**config.mk**
```make
export PLATFORM = sky130hd
export DESIGN_NAME = nibble_serial_alu_ctrl
export DESIGN_NICKNAME = d
export VERILOG_FILES = /design/src/rtl/nibble_serial_alu_ctrl.sv
export SDC_FILE = /design/constraint.sdc
export NUM_CORES = 1
export LEC_CHECK = 0
export CORE_MARGIN = 8
export CORE_UTILIZATION = 50
export DETAILED_ROUTE_END_ITERATION = 12
export PLACE_DENSITY = 0.88
export REMOVE_ABC_BUFFERS = 1
export SLEW_MARGIN = 30
export SYNTH_ARGS = -nofsm -noshare
export SYNTH_HDL_FRONTEND = slang
export SYNTH_SLANG_ARGS = --single-unit
export TNS_END_PERCENT = 5
```
**constraint.sdc**
```tcl
create_clock -name clk_i -period 6.72 [get_ports clk_i]
set_input_delay 0.672 -clock clk_i [delete_from_list [all_inputs] [get_ports clk_i]]
set_output_delay 0.672 -clock clk_i [all_outputs]
set_load 0.005 [all_outputs]
```
**src/rtl/nibble_serial_alu_ctrl.sv**
```systemverilog
// Runs W-bit add/subtract/transfer operations through a shared 4-bit adder unit.
// The unit handles one nibble per cycle, LSB first, and the carry is chained in a register.
module nibble_serial_alu_ctrl #(
    parameter int NIBBLES = 4
) (
    input  logic                   clk_i,
    input  logic                   rst_i,
    input  logic                   start_i,
    input  logic [2:0]             op_i,
    input  logic [4*NIBBLES-1:0]   opa_i,
    input  logic [4*NIBBLES-1:0]   opb_i,
    output logic                   ready_o,
    output logic                   done_o,
    output logic [4*NIBBLES-1:0]   result_o,
    output logic                   flag_c_o,
    output logic                   flag_z_o,
    output logic                   flag_v_o,
    output logic                   au_s1_o,
    output logic                   au_s0_o,
    output logic [3:0]             au_a_o,
    output logic [3:0]             au_b_o,
    output logic                   au_cin_o,
    input  logic [3:0]             au_s_i,
    input  logic                   au_cout_i
);

    // state | meaning
    // IDLE  | ready for a request, unit inputs parked at zero
    // RUN   | one nibble per cycle through the unit, LSB first
    // DONE  | one-cycle done pulse, result and flags valid
    localparam int W  = 4 * NIBBLES;
    localparam int CW = (NIBBLES > 1) ? $clog2(NIBBLES) : 1;
    localparam logic [CW-1:0] LAST = CW'(NIBBLES - 1);

    localparam logic [1:0] S_IDLE = 2'd0;
    localparam logic [1:0] S_RUN  = 2'd1;
    localparam logic [1:0] S_DONE = 2'd2;

    logic [1:0]    state_q, state_d;
    logic [CW-1:0] cnt_q, cnt_d;
    logic [W-1:0]  a_q, a_d;
    logic [W-1:0]  b_q, b_d;
    logic [W-1:0]  result_q, result_d;
    logic [1:0]    sel_q, sel_d;
    logic          carry_q, carry_d;
    logic          fc_q, fc_d;
    logic          fz_q, fz_d;
    logic          fv_q, fv_d;
    logic [CW+1:0] base;
    logic          beff_msb;

    assign base = {cnt_q, 2'b00};

    // MSB of the operand the unit actually adds, used for the overflow rule
    always_comb begin
        beff_msb = 1'b0;
        case (sel_q)
            2'b00:   beff_msb = b_q[W-1];
            2'b01:   beff_msb = ~b_q[W-1];
            2'b10:   beff_msb = 1'b0;
            default: beff_msb = 1'b1;
        endcase
    end

    always_comb begin
        state_d  = state_q;
        cnt_d    = cnt_q;
        a_d      = a_q;
        b_d      = b_q;
        sel_d    = sel_q;
        carry_d  = carry_q;
        result_d = result_q;
        fc_d     = fc_q;
        fz_d     = fz_q;
        fv_d     = fv_q;
        au_a_o   = 4'h0;
        au_b_o   = 4'h0;
        au_s1_o  = 1'b0;
        au_s0_o  = 1'b0;
        au_cin_o = 1'b0;
        case (state_q)
            S_IDLE: begin
                if (start_i) begin
                    state_d = S_RUN;
                    a_d     = opa_i;
                    b_d     = opb_i;
                    sel_d   = op_i[2:1];
                    carry_d = op_i[0];
                    cnt_d   = '0;
                end
            end
            S_RUN: begin
                au_a_o   = a_q[base +: 4];
                au_b_o   = b_q[base +: 4];
                au_s1_o  = sel_q[1];
                au_s0_o  = sel_q[0];
                au_cin_o = carry_q;
                result_d[base +: 4] = au_s_i;
                carry_d  = au_cout_i;
                cnt_d    = cnt_q + 1'b1;
                if (cnt_q == LAST) begin
                    state_d = S_DONE;
                    cnt_d   = '0;
                    fc_d    = au_cout_i;
                    fz_d    = ~|result_d;
                    fv_d    = (a_q[W-1] ^ au_s_i[3]) & (beff_msb ^ au_s_i[3]);
                end
            end
            S_DONE: begin
                state_d = S_IDLE;
            end
            default: begin
                state_d = S_IDLE;
            end
        endcase
    end

    always_ff @(posedge clk_i) begin
        if (rst_i) begin
            state_q  <= S_IDLE;
            cnt_q    <= '0;
            a_q      <= '0;
            b_q      <= '0;
            sel_q    <= 2'b00;
            carry_q  <= 1'b0;
            result_q <= '0;
            fc_q     <= 1'b0;
            fz_q     <= 1'b0;
            fv_q     <= 1'b0;
        end else begin
            state_q  <= state_d;
            cnt_q    <= cnt_d;
            a_q      <= a_d;
            b_q      <= b_d;
            sel_q    <= sel_d;
            carry_q  <= carry_d;
            result_q <= result_d;
            fc_q     <= fc_d;
            fz_q     <= fz_d;
            fv_q     <= fv_d;
        end
    end

    assign ready_o  = (state_q == S_IDLE);
    assign done_o   = (state_q == S_DONE);
    assign result_o = result_q;
    assign flag_c_o = fc_q;
    assign flag_z_o = fz_q;
    assign flag_v_o = fv_q;

endmodule

```
; After elaboration in Yosys (flattened, before gate mapping)
; Index checks and enable logic that the tools add are counted.
[op_classes]
n_addsub = 2
n_eq_ne = 7
n_shift = 4
mux = 15
n_bitwise = 4
reduce_logical = 9
[op_table]
columns = operator, n
row1 = 16-bit by 5-bit variable part select with 4-bit output, 2
row2 = 16-bit bitwise mux, 1
row3 = 16-bit OR reduction, 1
row4 = "4-bit by 6-bit variable shift with 16-bit output, first input constant", 1
row5 = 4-bit by 6-bit variable part select with 16-bit output, 1
row6 = 2-bit 2-to-1 mux, 4
row7 = 4-bit 2-to-1 mux, 2
row8 = 2-bit case mux with 2 select lines, 2
row9 = 2-bit AND reduction, 4
row10 = "2-bit == test, second input constant", 3
row11 = 4-bit negation with 6-bit output, 1
row12 = "2-bit by 1-bit == test with 1-bit output, second input constant", 2
row13 = 2-bit logical NOT, 2
row14 = 1-bit 2-to-1 mux, 4
row15 = "2-bit inequality test, second input constant", 2
row16 = 1-bit case mux with 3 select lines, 1
row17 = "2-bit by 1-bit adder with 2-bit output, second input constant", 1
row18 = 1-bit case mux with 2 select lines, 1
row19 = 2-bit nonzero test, 1
row20 = 1-bit bitwise XOR, 2
row21 = 1-bit AND, 1
row22 = 1-bit logical NOT, 1
row23 = 1-bit inverter, 1
[totals]
reg_bits = 58
in_bits = 43
output_inout_bits = 32
elab_cells = 51

; Depth between registers and ports, before layout
; Gate-level depths: netlist of the first run.
[logic_depth]
word_depth = 5
mapped_depth = 9

; Worst setup path before layout of the first run
; Ideal clock, no wire load.
[synth_path]
path_type = register to register
from = register cnt_q[1]
to = register fz_q, in the netlist flag_z_o
arrival_ps = 2056
required_time_ps = 6603
slack_ps = 4546
stages_incl_launch_ff = 9
n_path_buf = 2
synth_period_minus_slack_ps = 2174
path_cell_list = dfxtp_1 clkbuf_1 inv_1 ha_1 buf_2 or3b_4 a211oi_2 nor3_1 a32o_1
[synth_via]
elab_chain_len = 5
[synth_rtl]
columns = item, line_no
row1 = from (decl), 40  ; logic [CW-1:0] cnt_q, cnt_d;
row2 = from (signal assigned), 132  ; cnt_q <= cnt_d;
row3 = 4-bit negation with 6-bit output, 98  ; result_d[base +: 4] = au_s_i;
row4 = 4-bit by 6-bit variable part select with 16-bit output / 4-bit by 6-bit variable shift with 16-bit output (equally long branches), 98
row5 = 16-bit bitwise mux, 98
row6 = 16-bit OR reduction, 105  ; fz_d = ~|result_d;
row7 = 1-bit logical NOT, 105
row8 = to (signal assigned), 139  ; fz_q <= fz_d;
row9 = to (decl), 47  ; logic fz_q, fz_d;
; Several ways; a longest one is shown, not always the timed one.
; A chain may end at the register's enable or synchronous reset.

; Worst setup path after layout of the first run
[layout_path]
from = register cnt_q[0]
to = output au_b_o[1]
[layout_via]
elab_chain_len = 2
[layout_rtl]
columns = item, line_no
row1 = 16-bit by 5-bit variable part select with 4-bit output, 94  ; au_b_o = b_q[base +: 4];
row2 = 4-bit 2-to-1 mux, 81  ; case (state_q)
row3 = to (decl), 21  ; output logic [3:0] au_b_o,
; Every way passes these cells.

==> insert_results.sql, run 1 <==
INSERT INTO impl_metrics (metric_group, metric, value, unit) VALUES
('setup_path', 'reg2reg_to', 'flag_z_o', ''),
('grt', 'first_global_vias', '2408', ''),
('grt', 'gr-usage-all-layers', '0.184', ''),
('synthesis', 'synthCells', '306', ''),
('cts', 'h-tree-depth', '3', ''),
('setup_path', 'path_max_fanout', '22', ''),
('power', 'power_density', '226', 'mW/mm2'),
('drt', 'routed-via-count', '2422', ''),
('setup_path', 'crit_path_end_kind', 'output port', ''),
('cts', 'cts.reportedPaths.clkPinSlew', '0.06', 'ns'),
('job', 'cap_viol_max_count', '0', ''),
('synthesis', 'postSynthAreaPerCell', '8.65', 'um2'),
('synthesis', 'netlist-cell-type-count', '40', ''),
('placed_design', 'io_buffer_count', '74', ''),
('synthesis', 'synth.ff_latch_count', '58', ''),
('drt', 'drt_iter0_drcs', '166', ''),
('setup_path', 'crit_path_cell_trace', 'mux4_1 > and2_1 > clkdlybuf4s50_1', ''),
('sta', 'setup_total_negative_slack', '0', 'ns'),
('setup_path', 'worstRegToRegCells', '6', ''),
('sta', 'finalWorstPathRequiredPeriod', '3.26', 'ns'),
('floorplanning', 'chipHeight', '88.8', 'um'),
('synthesis', 'mappedNetlistArea', '0.00265', 'mm2'),
('placed_design', 'place_area', '0.00338', 'mm2'),
('drt', 'drc', '0', ''),
('setup_path', 'sort_of_element_at_the_start_of_the_critical_path', 'register', ''),
('setup_path', 'timing.critical_path.arrival', '2.58', 'ns'),
('setup_path', 'slowest_stage', 'sky130_fd_sc_hd__dfxtp_1', ''),
('synthesis', 'synth_async_sr_flop_share', '0', ''),
('setup_path', 'critPathMaxStageDelay', '0.95', 'ns'),
('drt', 'detail_route.wl_per_cell', '15.1', 'um'),
('floorplanning', 'starting_utilization_of_the_core_area', '0.518', ''),
('power', 'p_leak', '1.31', 'nW'),
('grt', 'wire_length_of_the_first_global_routing_pass', '11.2', 'mm'),
('cts', 'cts_buffer_depth', '2', ''),
('synthesis', 'netlist.top_cell.by_area', 'sky130_fd_sc_hd__dfxtp_1', ''),
('placed_design', 'hpwl_dp', '4.70', 'mm'),
('worst_hold_path', 'worst_hold_path_type', 'reg2reg', ''),
('final_layout', 'layout-drive-gt1-share', '0.0745', ''),
('synthesis', 'synthDominantCellAreaShare', '0.439', ''),
('floorplanning', 'core_area', '0.00511', 'mm2'),
('setup_path', 'rr_startpoint', 'cnt_q[0]', ''),
('grt', 'grt_max_degree', '59', ''),
('setup_path', 'critical_path_class', 'reg2out', ''),
('worst_hold_path', 'min-delay-start', 'b_q[5]', ''),
('status', 'run_status', 'finished clean', ''),
('floorplanning', 'row_count', '26', ''),
('final_layout', 'fill_cells', '419', ''),
('floorplanning', 'fp.dieArea', '0.00788', 'mm2'),
('drt', 'drt.antenna.violating_nets', '0', ''),
('final_layout', 'multi_input_comb_area', '0.00137', 'mm2'),
('final_layout', 'fin_area', '0.00358', 'mm2'),
('floorplanning', 'ioPinCount', '75', ''),
('synthesis', 'yosysWarnings', '0', ''),
('sta', 'max-slew-margin-rel', '0.365', ''),
('synthesis', 'synth_edf_count', '0', ''),
('cts', 'tritoncts.num_buffers', '9', ''),
('drt', 'postRouteWirelength', '6.76', 'mm'),
('grt', 'grt_antenna_before_repair', '0', ''),
('floorplanning', 'die_span_x', '88.8', 'um'),
('sta', 'fmaxAchievable', '307', 'MHz'),
('final_layout', 'final_net_count', '420', ''),
('synthesis', 'synth_sequential_area_ratio', '0.439', ''),
('cts', 'clk_root_buffer_cell', 'sky130_fd_sc_hd__clkbuf_8', ''),
('sta', 'finalSetupViolCount', '0', ''),
('power', 'ir_worst_vdd', '0.000156', 'V'),
('drt', 'drt-vias-per-instance', '5.43', ''),
('sta', 'fin_worst_skew', '0.00479', 'ns'),
('final_layout', 'area_growth', '35.4', '%'),
('sta', 'min_period_over_period', '0.484', ''),
('setup_path', 'worstSetupEndpoint', 'au_b_o[1]', ''),
('cts', 'clk-insertion-delay-late', '0.34', 'ns');
## final cells by class
cell class,instances,area share
Sequential cell,58,0.324
Multi-Input combinational cell,223,0.382
Timing Repair Buffer,76,0.209
Inverter,3,0.00314
Clock buffer,11,0.0422
Tap cell,70,0.0244
Clock inverter,5,0.0147
## per-stage QoR
stage	hold WS, ns	cells	utilization	power [W]	worst slack [ns]
detailed placement	0.442	430	0.662	0.000491	3.81
floorplan	0.425	284	-	0.000433	4.39
global placement	0.438	430	0.661	0.000487	3.88
CTS	0.451	446	0.702	0.000816	3.43
finish	0.450	446	0.702	0.000809	3.46
global route	0.477	446	0.702	0.000846	3.33
## worst max-delay path: cells and delay by family, from the launching register on
family        cells  cell delay (ns)
mux               1             0.66
buf+inv           1             0.46
flops             1             0.95
simple gates      1             0.18
## routing by layer
| layer | vias up | track usage | part of all wire |
|---|---|---|---|
| met2 | 82 | 0.293 | 0.48 |
| met4 | 0 | 0.0691 | 0.014 |
| met5 | - | 0 | 0 |
| li1 | 1192 | - | - |
| met3 | 11 | 0.0966 | 0.098 |
| met1 | 1137 | 0.203 | 0.40 |
## registers in the layout, indices dropped and copies added, names as in the netlist
register,count
a_q,16
b_q,16
carry_q,1
cnt_q,2
flag_c_o,1
flag_v_o,1
flag_z_o,1
result_o,16
sel_q,2
state_q,2
## worst min path at each step
stage	endpoint	slack (ns)	cells past startpoint
CTS	b_q[5]	0.45	2
detailed placement	b_q[5]	0.44	2
global route	b_q[7]	0.48	2
global placement	b_q[5]	0.44	2
finish	b_q[5]	0.45	2
floorplan	a_q[7]	0.43	2
## synthesized netlist by cell type (all sizes together), types with 2 or more instances
cell,count
nor4,5
nand2b,4
nand3b,2
and2,12
inv,3
nand3,4
nor2,18
mux2i,2
nor3,3
clkbuf,10
a22oi,16
nor3b,2
nor2b,4
dfxtp,58
mux4,8
a21oi,42
buf,12
a211oi,3
nand2,77
ha,6
## cell families (layout without fill, tap and decap cells)
kind of cell	after synthesis	in the layout	synth area share
flip-flops	58	58	0.439
buffers and inverters	25	95	0.0444
AND/OR/NAND/NOR	139	139	0.248
adder cells (fa/ha/maj)	6	6	0.0284
multiplexers	11	11	0.0870
AO/OA/AOI/OAI	66	66	0.150
XOR/XNOR	1	1	0.00331
## power by group
part           internal (W)  switching, W  total, W
sequential         0.000360     0.0000133  0.000373
clock              0.000189      0.000136  0.000326
combinational     0.0000588     0.0000515  0.000110
total              0.000608      0.000201  0.000809
(Power assumes the default switching activity.)
==> run 2: changes to the inputs <==
CORE_UTILIZATION = 47   (was 50)
PLACE_DENSITY = 0.84   (was 0.88)
clock period = 3.2 ns   (was 6.72 ns; I/O delays follow)
==> run 2 against run 1 <==
  * Routed wire length shrank 1.2%
  * Global-route usage shrank 1.5 points
  * Design area is 0.80% lower
  * Highest routed layer unchanged
  * Critical endpoint is now au_b_o[0]
  * Die area increased by 5.2%
  * Power is 96% higher
  * Sequential share of layout area increased by 0.26 points
  * Hold slack lost 0.064 ns
  * Non-clock buffer count increased by 2
  * Largest cell class unchanged
  * Clock skew is 0.0048 ns higher
  * Register-to-register slack lost 3.4 ns
  * Critical path depth is the same
  * Utilization is 5.2 points lower
==> insert_results.sql, run 2 (same netlist as run 1, synthesis figures left out) <==
INSERT INTO impl_metrics (metric_group, metric, value, unit) VALUES
('status', 'run_status', 'finished clean', ''),
('cts', 'cts_resized', '0', ''),
('sta', 'fmaxAchievable', '364', 'MHz'),
('drt', 'drt.antenna.violating_nets', '0', ''),
('drt', 'postRouteWirelength', '6.67', 'mm'),
('drt', 'detail_route.wl_per_cell', '14.9', 'um'),
('sta', 'fin_worst_skew', '0.00956', 'ns'),
('final_layout', 'area_growth', '34.3', '%'),
('drt', 'drc', '0', ''),
('cts', 'tritoncts.num_buffers', '9', ''),
('floorplanning', 'chipHeight', '91.0', 'um'),
('grt', 'gr-total-overflow', '0', ''),
('grt', 'gr-usage-all-layers', '0.169', ''),
('power', 'power_density', '447', 'mW/mm2'),
('setup_path', 'critical_path_class', 'reg2out', ''),
('grt', 'grt_max_degree', '40', ''),
('final_layout', 'final_common_cell', 'sky130_fd_sc_hd__nand2_1', ''),
('cts', 'cts_buffer_depth', '2', ''),
('final_layout', 'final_net_count', '422', ''),
('setup_path', 'sort_of_element_at_the_start_of_the_critical_path', 'register', ''),
('sta', 'finalWorstPathRequiredPeriod', '2.75', 'ns'),
('cts', 'cts.reportedPaths.clkPinSlew', '0.06', 'ns'),
('drt', 'drt_iter0_drcs', '127', ''),
('sta', 'timing_hold_violations_final', '0', ''),
('placed_design', 'rd_place_congestion', '0.834', ''),
('placed_design', 'hpwl_dp', '4.76', 'mm'),
('grt', 'grt_antenna_before_repair', '0', ''),
('drt', 'drt-vias-per-instance', '5.40', ''),
('floorplanning', 'ioPinCount', '75', ''),
('final_layout', 'layout-drive-gt1-share', '0.0640', ''),
('drt', 'routed-via-count', '2412', ''),
('cts', 'clk-insertion-delay-late', '0.34', 'ns'),
('sta', 'max-slew-margin-rel', '0.502', ''),
('grt', 'first_global_vias', '2519', ''),
('floorplanning', 'fp.dieArea', '0.00829', 'mm2'),
('setup_path', 'path_max_fanout', '16', ''),
('placed_design', 'io_buffer_count', '74', ''),
('floorplanning', 'starting_utilization_of_the_core_area', '0.484', ''),
('worst_hold_path', 'worst_hold_path_type', 'in2reg', ''),
('cts', 'tritoncts_num_sinks', '58', ''),
('power', 'finalPower', '0.00159', 'W'),
('final_layout', 'num_antenna_cells', '0', ''),
('cts', 'cts.hold.buffers_added', '0', ''),
('grt', 'use_met3', '0.0634', ''),
('grt', 'groute.layer.met2.usage', '0.270', ''),
('drt', 'dr.pass1.iters', '4', ''),
('cts', 'clock_tree_from_tritoncts', 'built', ''),
('setup_path', 'crit_path_end_kind', 'output port', ''),
('floorplanning', 'row_count', '27', ''),
('cts', 'post-cts-setup-buffers', '0', ''),
('job', 'cap_viol_max_count', '0', ''),
('floorplanning', 'die_span_x', '91.0', 'um'),
('sta', 'grt_setup_unrepaired', 'false', ''),
('cts', 'clk_root_buffer_cell', 'sky130_fd_sc_hd__clkbuf_8', ''),
('sta', 'final_max_slew_viol_count', '0', ''),
('grt', 'wire_length_of_the_first_global_routing_pass', '11.6', 'mm'),
('floorplanning', 'core_area', '0.00547', 'mm2'),
('sta', 'setup_total_negative_slack', '0', 'ns'),
('power', 'ir_worst_vdd', '0.000280', 'V'),
('sta', 'min_period_over_period', '0.859', ''),
('sta', 'finalSetupViolCount', '0', ''),
('setup_path', 'timing.critical_path.arrival', '2.43', 'ns'),
('cts', 'h-tree-depth', '3', ''),
('setup_path', 'worst_ep_required_time', '2.88', 'ns'),
('grt', 'grt_util_met1', '0.198', ''),
('power', 'p_leak', '1.30', 'nW'),
('final_layout', 'final_cell_mix', 'sky130_fd_sc_hd__nand2_1 (77), sky130_fd_sc_hd__clkdlybuf4s50_1 (73), sky130_fd_sc_hd__dfxtp_1 (58)', ''),
('sta', 'worstMarginPinSlew', '0.746', 'ns'),
('grt', 'busiest_layer_in_global_routing', 'met2', '');
run 2: cell types whose count changed in the layout (fill, tap and decap cells not counted):
cell,change
sky130_fd_sc_hd__and2_1,+1
sky130_fd_sc_hd__and2_2,-1
sky130_fd_sc_hd__buf_4,+2
sky130_fd_sc_hd__bufinv_16,-1
sky130_fd_sc_hd__clkbuf_1,+2
sky130_fd_sc_hd__clkinv_2,-3
sky130_fd_sc_hd__clkinvlp_4,-1
run 2: final timing paths:
| path | start | end | slack [ns] | depth (start not counted) |
|---|---|---|---|---|
| max reg2reg | cnt_q[0] | flag_z_o | 0.68 | 6 |
| min | rst_i | result_o[7] | 0.39 | 2 |
| max | cnt_q[0] | au_b_o[0] | 0.45 | 3 |
| min reg2reg | a_q[12] | a_q[12] | 0.45 | 2 |
run 2: power breakdown:
group	leakage, nW	switching [W]	internal, W	total [W]
clock	0.0815	0.000259	0.000311	0.000570
sequential	0.474	0.0000258	0.000756	0.000782
combinational	0.743	0.000110	0.000125	0.000235
run 2: through the flow:
| step | cell area (um2) | utilization | hold slack (ns) | setup slack [ns] | cells |
|---|---|---|---|---|---|
| 6_report | 3550 | 0.650 | 0.386 | 0.452 | 447 |
| 4_1_cts | 3550 | 0.650 | 0.372 | 0.431 | 447 |
| 3_3_place_gp | 3400 | 0.620 | 0.439 | 0.755 | 434 |
| 2_1_floorplan | 2540 | - | 0.389 | 0.867 | 284 |
| 3_5_place_dp | 3400 | 0.620 | 0.445 | 0.679 | 434 |
| 5_1_grt | 3550 | 0.650 | 0.386 | 0.341 | 447 |
run 2: layer usage:
| metal | part of all wire | vias to the layer above |
|---|---|---|
| li1 | - | 1195 |
| met1 | 0.43 | 1124 |
| met2 | 0.48 | 85 |
| met3 | 0.077 | 8 |
| met4 | 0.0094 | 0 |
| met5 | 0 | - |
run 2: area by class of cell:
class,instances,area (um2)
fillers,471,1920
multi-input cells,223,1370
flip-flops and latches,58,1160
repair buffers,78,766
clock buffers,13,159
well taps,72,90.1
inverters,3,11.3
run 2: worst max-delay path, cell delays in order (launching register included):
cell and delay, ns:
sky130_fd_sc_hd__dfxtp_1 0.80, sky130_fd_sc_hd__mux4_1 0.63, sky130_fd_sc_hd__and2_1 0.18, sky130_fd_sc_hd__clkdlybuf4s50_1 0.48
==> run 3: changes to the inputs <==
ABC_AREA = 1   (was not set)
CORE_UTILIZATION = 49   (was 47)
PLACE_DENSITY = 0.85   (was 0.84)
==> run 3 against run 2 <==
  * Routed wire length is 16% higher
  * Utilization is 0.091 points higher
  * Power is 11% higher
  * Design area is 5.8% higher
  * Synthesized area is 8.1% higher
  * Non-clock buffer count is 1 lower
  * Sequential share of layout area is 1.8 points lower
  * Global-route usage is 1.8 points higher
  * Clock-buffer cell count stayed put
  * Register-to-register slack better by 0.16 ns
  * Hold slack better by 0.084 ns
  * Largest cell class unchanged
  * Highest routed layer unchanged
==> insert_results.sql, run 3 <==
INSERT INTO impl_metrics (metric_group, metric, value, unit) VALUES
('power', 'intPower', '0.00126', 'W'),
('cts', 'clock_tree_from_tritoncts', 'built', ''),
('cts', 'post-cts-setup-buffers', '0', ''),
('final_layout', 'finish.cell_count_without_fillers', '590', ''),
('sta', 'fin_worst_skew', '0.00737', 'ns'),
('grt', 'grt_antenna_before_repair', '0', ''),
('sta', 'final_max_slew_viol_count', '0', ''),
('power', 'power.combinational.fraction', '0.212', ''),
('placed_design', 'io_buffer_count', '74', ''),
('synthesis', 'yosys-top-cells-area', 'sky130_fd_sc_hd__dfxtp_1 (41%), sky130_fd_sc_hd__nor2_1 (20%), sky130_fd_sc_hd__o21ai_0 (11%)', ''),
('sta', 'finalSetupViolCount', '0', ''),
('cts', 'tritoncts_num_sinks', '58', ''),
('grt', 'gr-usage-all-layers', '0.187', ''),
('grt', 'wire_length_of_the_first_global_routing_pass', '13.1', 'mm'),
('synthesis', 'synth_sequential_area_ratio', '0.406', ''),
('placed_design', 'post-place-cells', '577', ''),
('synthesis', 'yosysWarnings', '0', ''),
('power', 'clkPwrFrac', '0.325', ''),
('placed_design', 'hpwl_dp', '5.27', 'mm'),
('final_layout', 'final_cell_mix', 'sky130_fd_sc_hd__nor2_1 (151), sky130_fd_sc_hd__clkdlybuf4s50_1 (74), sky130_fd_sc_hd__nand2_1 (66)', ''),
('status', 'run_status', 'finished clean', ''),
('synthesis', 'synthCells', '447', ''),
('synthesis', 'netlist-cell-type-count', '21', ''),
('floorplanning', 'ioPinCount', '75', ''),
('power', 'power_density', '470', 'mW/mm2'),
('sta', 'fmaxAchievable', '364', 'MHz'),
('sta', 'fin_hold_ws', '0.470', 'ns'),
('final_layout', 'num_antenna_cells', '0', ''),
('drt', 'drt_iter0_drcs', '209', ''),
('final_layout', 'final_common_cell', 'sky130_fd_sc_hd__nor2_1', ''),
('grt', 'grt_max_degree', '39', ''),
('power', 'p_leak', '1.73', 'nW'),
('setup_path', 'critical_path_class', 'reg2out', ''),
('sta', 'finalWorstPathRequiredPeriod', '2.75', 'ns'),
('synthesis', 'synth.ff_latch_count', '58', ''),
('synthesis', 'mappedNetlistArea', '0.00286', 'mm2'),
('synthesis', 'synth_edf_count', '0', ''),
('power', 'sequentialPowerShare', '0.463', ''),
('setup_path', 'timing.critical_path.arrival', '2.43', 'ns'),
('cts', 'tritoncts.num_buffers', '9', ''),
('cts', 'cts_buffer_depth', '2', ''),
('synthesis', 'postSynthAreaPerCell', '6.40', 'um2'),
('floorplanning', 'row_count', '28', ''),
('synthesis', 'synth_most_common_cell', 'sky130_fd_sc_hd__nor2_1', ''),
('drt', 'detail_route.wl_per_cell', '13.1', 'um'),
('final_layout', 'area_growth', '31.4', '%'),
('cts', 'clk_root_buffer_cell', 'sky130_fd_sc_hd__clkbuf_8', ''),
('final_layout', 'layout-drive-gt1-share', '0.0350', ''),
('cts', 'cts_resized', '0', ''),
('worst_hold_path', 'worst_hold_path_type', 'reg2reg', ''),
('power', 'power.net_switching', '0.000504', 'W'),
('job', 'cap_viol_max_count', '0', ''),
('drt', 'dr.pass1.iters', '5', ''),
('sta', 'worstMarginPinSlew', '0.890', 'ns'),
('synthesis', 'synth_async_sr_flop_share', '0', ''),
('grt', 'gr-total-overflow', '0', ''),
('final_layout', 'fill_cells', '529', ''),
('setup_path', 'sort_of_element_at_the_start_of_the_critical_path', 'register', ''),
('drt', 'drt-vias-per-instance', '5.05', ''),
('cts', 'cts.hold.buffers_added', '0', ''),
('cts', 'cts.reportedPaths.clkPinSlew', '0.06', 'ns'),
('grt', 'first_global_vias', '2871', ''),
('floorplanning', 'chipHeight', '92.4', 'um'),
('floorplanning', 'fp.dieArea', '0.00854', 'mm2'),
('final_layout', 'final_net_count', '562', ''),
('setup_path', 'worst_ep_required_time', '2.88', 'ns'),
('sta', 'max-slew-margin-rel', '0.406', ''),
('setup_path', 'crit_path_end_kind', 'output port', ''),
('drt', 'drt.antenna.violating_nets', '0', ''),
('power', 'fraction_of_power_spent_switching_nets', '0.285', ''),
('synthesis', 'synth_common_cells', 'sky130_fd_sc_hd__nor2_1 (151), sky130_fd_sc_hd__nand2_1 (66), sky130_fd_sc_hd__o21ai_0 (64)', ''),
('cts', 'h-tree-depth', '3', ''),
('power', 'ir_worst_vdd', '0.000272', 'V'),
('placed_design', 'rd_place_congestion', '0.920', ''),
('sta', 'timing_hold_violations_final', '0', ''),
('synthesis', 'dominantRegCellSynth', 'sky130_fd_sc_hd__dfxtp_1', ''),
('cts', 'clk-insertion-delay-late', '0.33', 'ns'),
('sta', 'grt_setup_unrepaired', 'false', ''),
('floorplanning', 'core_area', '0.00578', 'mm2'),
('drt', 'drc', '0', ''),
('setup_path', 'path_max_fanout', '14', ''),
('synthesis', 'netlist.top_cell.by_area', 'sky130_fd_sc_hd__dfxtp_1', ''),
('drt', 'routed-via-count', '2979', ''),
('sta', 'min_period_over_period', '0.858', ''),
('floorplanning', 'die_span_x', '92.4', 'um'),
('floorplanning', 'starting_utilization_of_the_core_area', '0.495', ''),
('drt', 'postRouteWirelength', '7.71', 'mm'),
('synthesis', 'synthDominantCellAreaShare', '0.406', ''),
('sta', 'setup_total_negative_slack', '0', 'ns');
[run 3: cell types whose count changed after synthesis, moves of 11 or more]
cell / before / now
sky130_fd_sc_hd__nor2_1: 18 / 151
sky130_fd_sc_hd__o21ai_0: 1 / 64
sky130_fd_sc_hd__inv_1: 3 / 43
sky130_fd_sc_hd__a21oi_1: 42 / 16
sky130_fd_sc_hd__a22oi_1: 16 / 0
sky130_fd_sc_hd__and2_1: 12 / 0
sky130_fd_sc_hd__nand2_1: 77 / 66
[run 3: area by class of cell]
type,instances,area (um2),area share
Multi-Input combinational cell,322,1410,0.376
Sequential cell,58,1160,0.309
Timing Repair Buffer,77,763,0.203
Inverter,45,169,0.0449
Clock buffer,13,159,0.0423
Tap cell,75,93.8,0.0250
[run 3: worst paths after layout]
kind | slack, ns | from | endpoint | cells after the start
worst min register to register | 0.47 | flag_v_o | flag_v_o | 2
worst max-delay path | 0.45 | cnt_q[1] | au_b_o[1] | 5
worst min-delay path | 0.47 | flag_v_o | flag_v_o | 2
worst max register to register | 0.84 | cnt_q[1] | flag_z_o | 11
[run 3: power by group through the flow]
| stage | combinational, W | sequential (W) | clock, W |
|---|---|---|---|
| 2_1_floorplan | 0.000195 | 0.000830 | 0 |
| 3_3_place_gp | 0.000363 | 0.000830 | 0 |
| 3_5_place_dp | 0.000370 | 0.000833 | 0 |
| 4_1_cts | 0.000375 | 0.000818 | 0.000584 |
| 5_1_grt | 0.000427 | 0.000825 | 0.000622 |
| 6_report | 0.000375 | 0.000818 | 0.000575 |
[run 3: stage by stage]
stage / instance area (um2) / total power (W) / util / worst slack (ns)
after floorplan: 2740 / 0.00103 / - / 1.04
after global placement: 3600 / 0.00119 / 0.623 / 0.876
after detailed placement: 3600 / 0.00120 / 0.623 / 0.855
after CTS: 3760 / 0.00178 / 0.650 / 0.472
after global routing: 3760 / 0.00187 / 0.650 / 0.285
final: 3760 / 0.00177 / 0.650 / 0.454
[run 3: cell families after synthesis]
logic type,after synthesis,share of synthesized area
flip-flops,58,0.406
XOR/XNOR,1,0.00306
AND/OR/NAND/NOR,230,0.312
buffers and inverters,67,0.100
AO/OA/AOI/OAI,85,0.153
adder cells (fa/ha/maj),6,0.0262
[run 3: per-layer routing]
| metal | track usage | up-vias | routed length, um |
|---|---|---|---|
| li1 | - | 1517 | - |
| met1 | 0.229 | 1332 | 3340 |
| met2 | 0.297 | 119 | 3630 |
| met3 | 0.0566 | 11 | 631 |
| met4 | 0.0792 | 0 | 104 |
| met5 | 0 | - | 0 |
[run 3: worst max-delay path, cell delays in order, from the launching register on]
cell	delay, ns
sky130_fd_sc_hd__dfxtp_1	0.61
sky130_fd_sc_hd__clkinv_1	0.43
sky130_fd_sc_hd__nor2_1	0.17
sky130_fd_sc_hd__o21ai_0	0.10
sky130_fd_sc_hd__a21oi_1	0.23
sky130_fd_sc_hd__clkdlybuf4s50_1	0.56
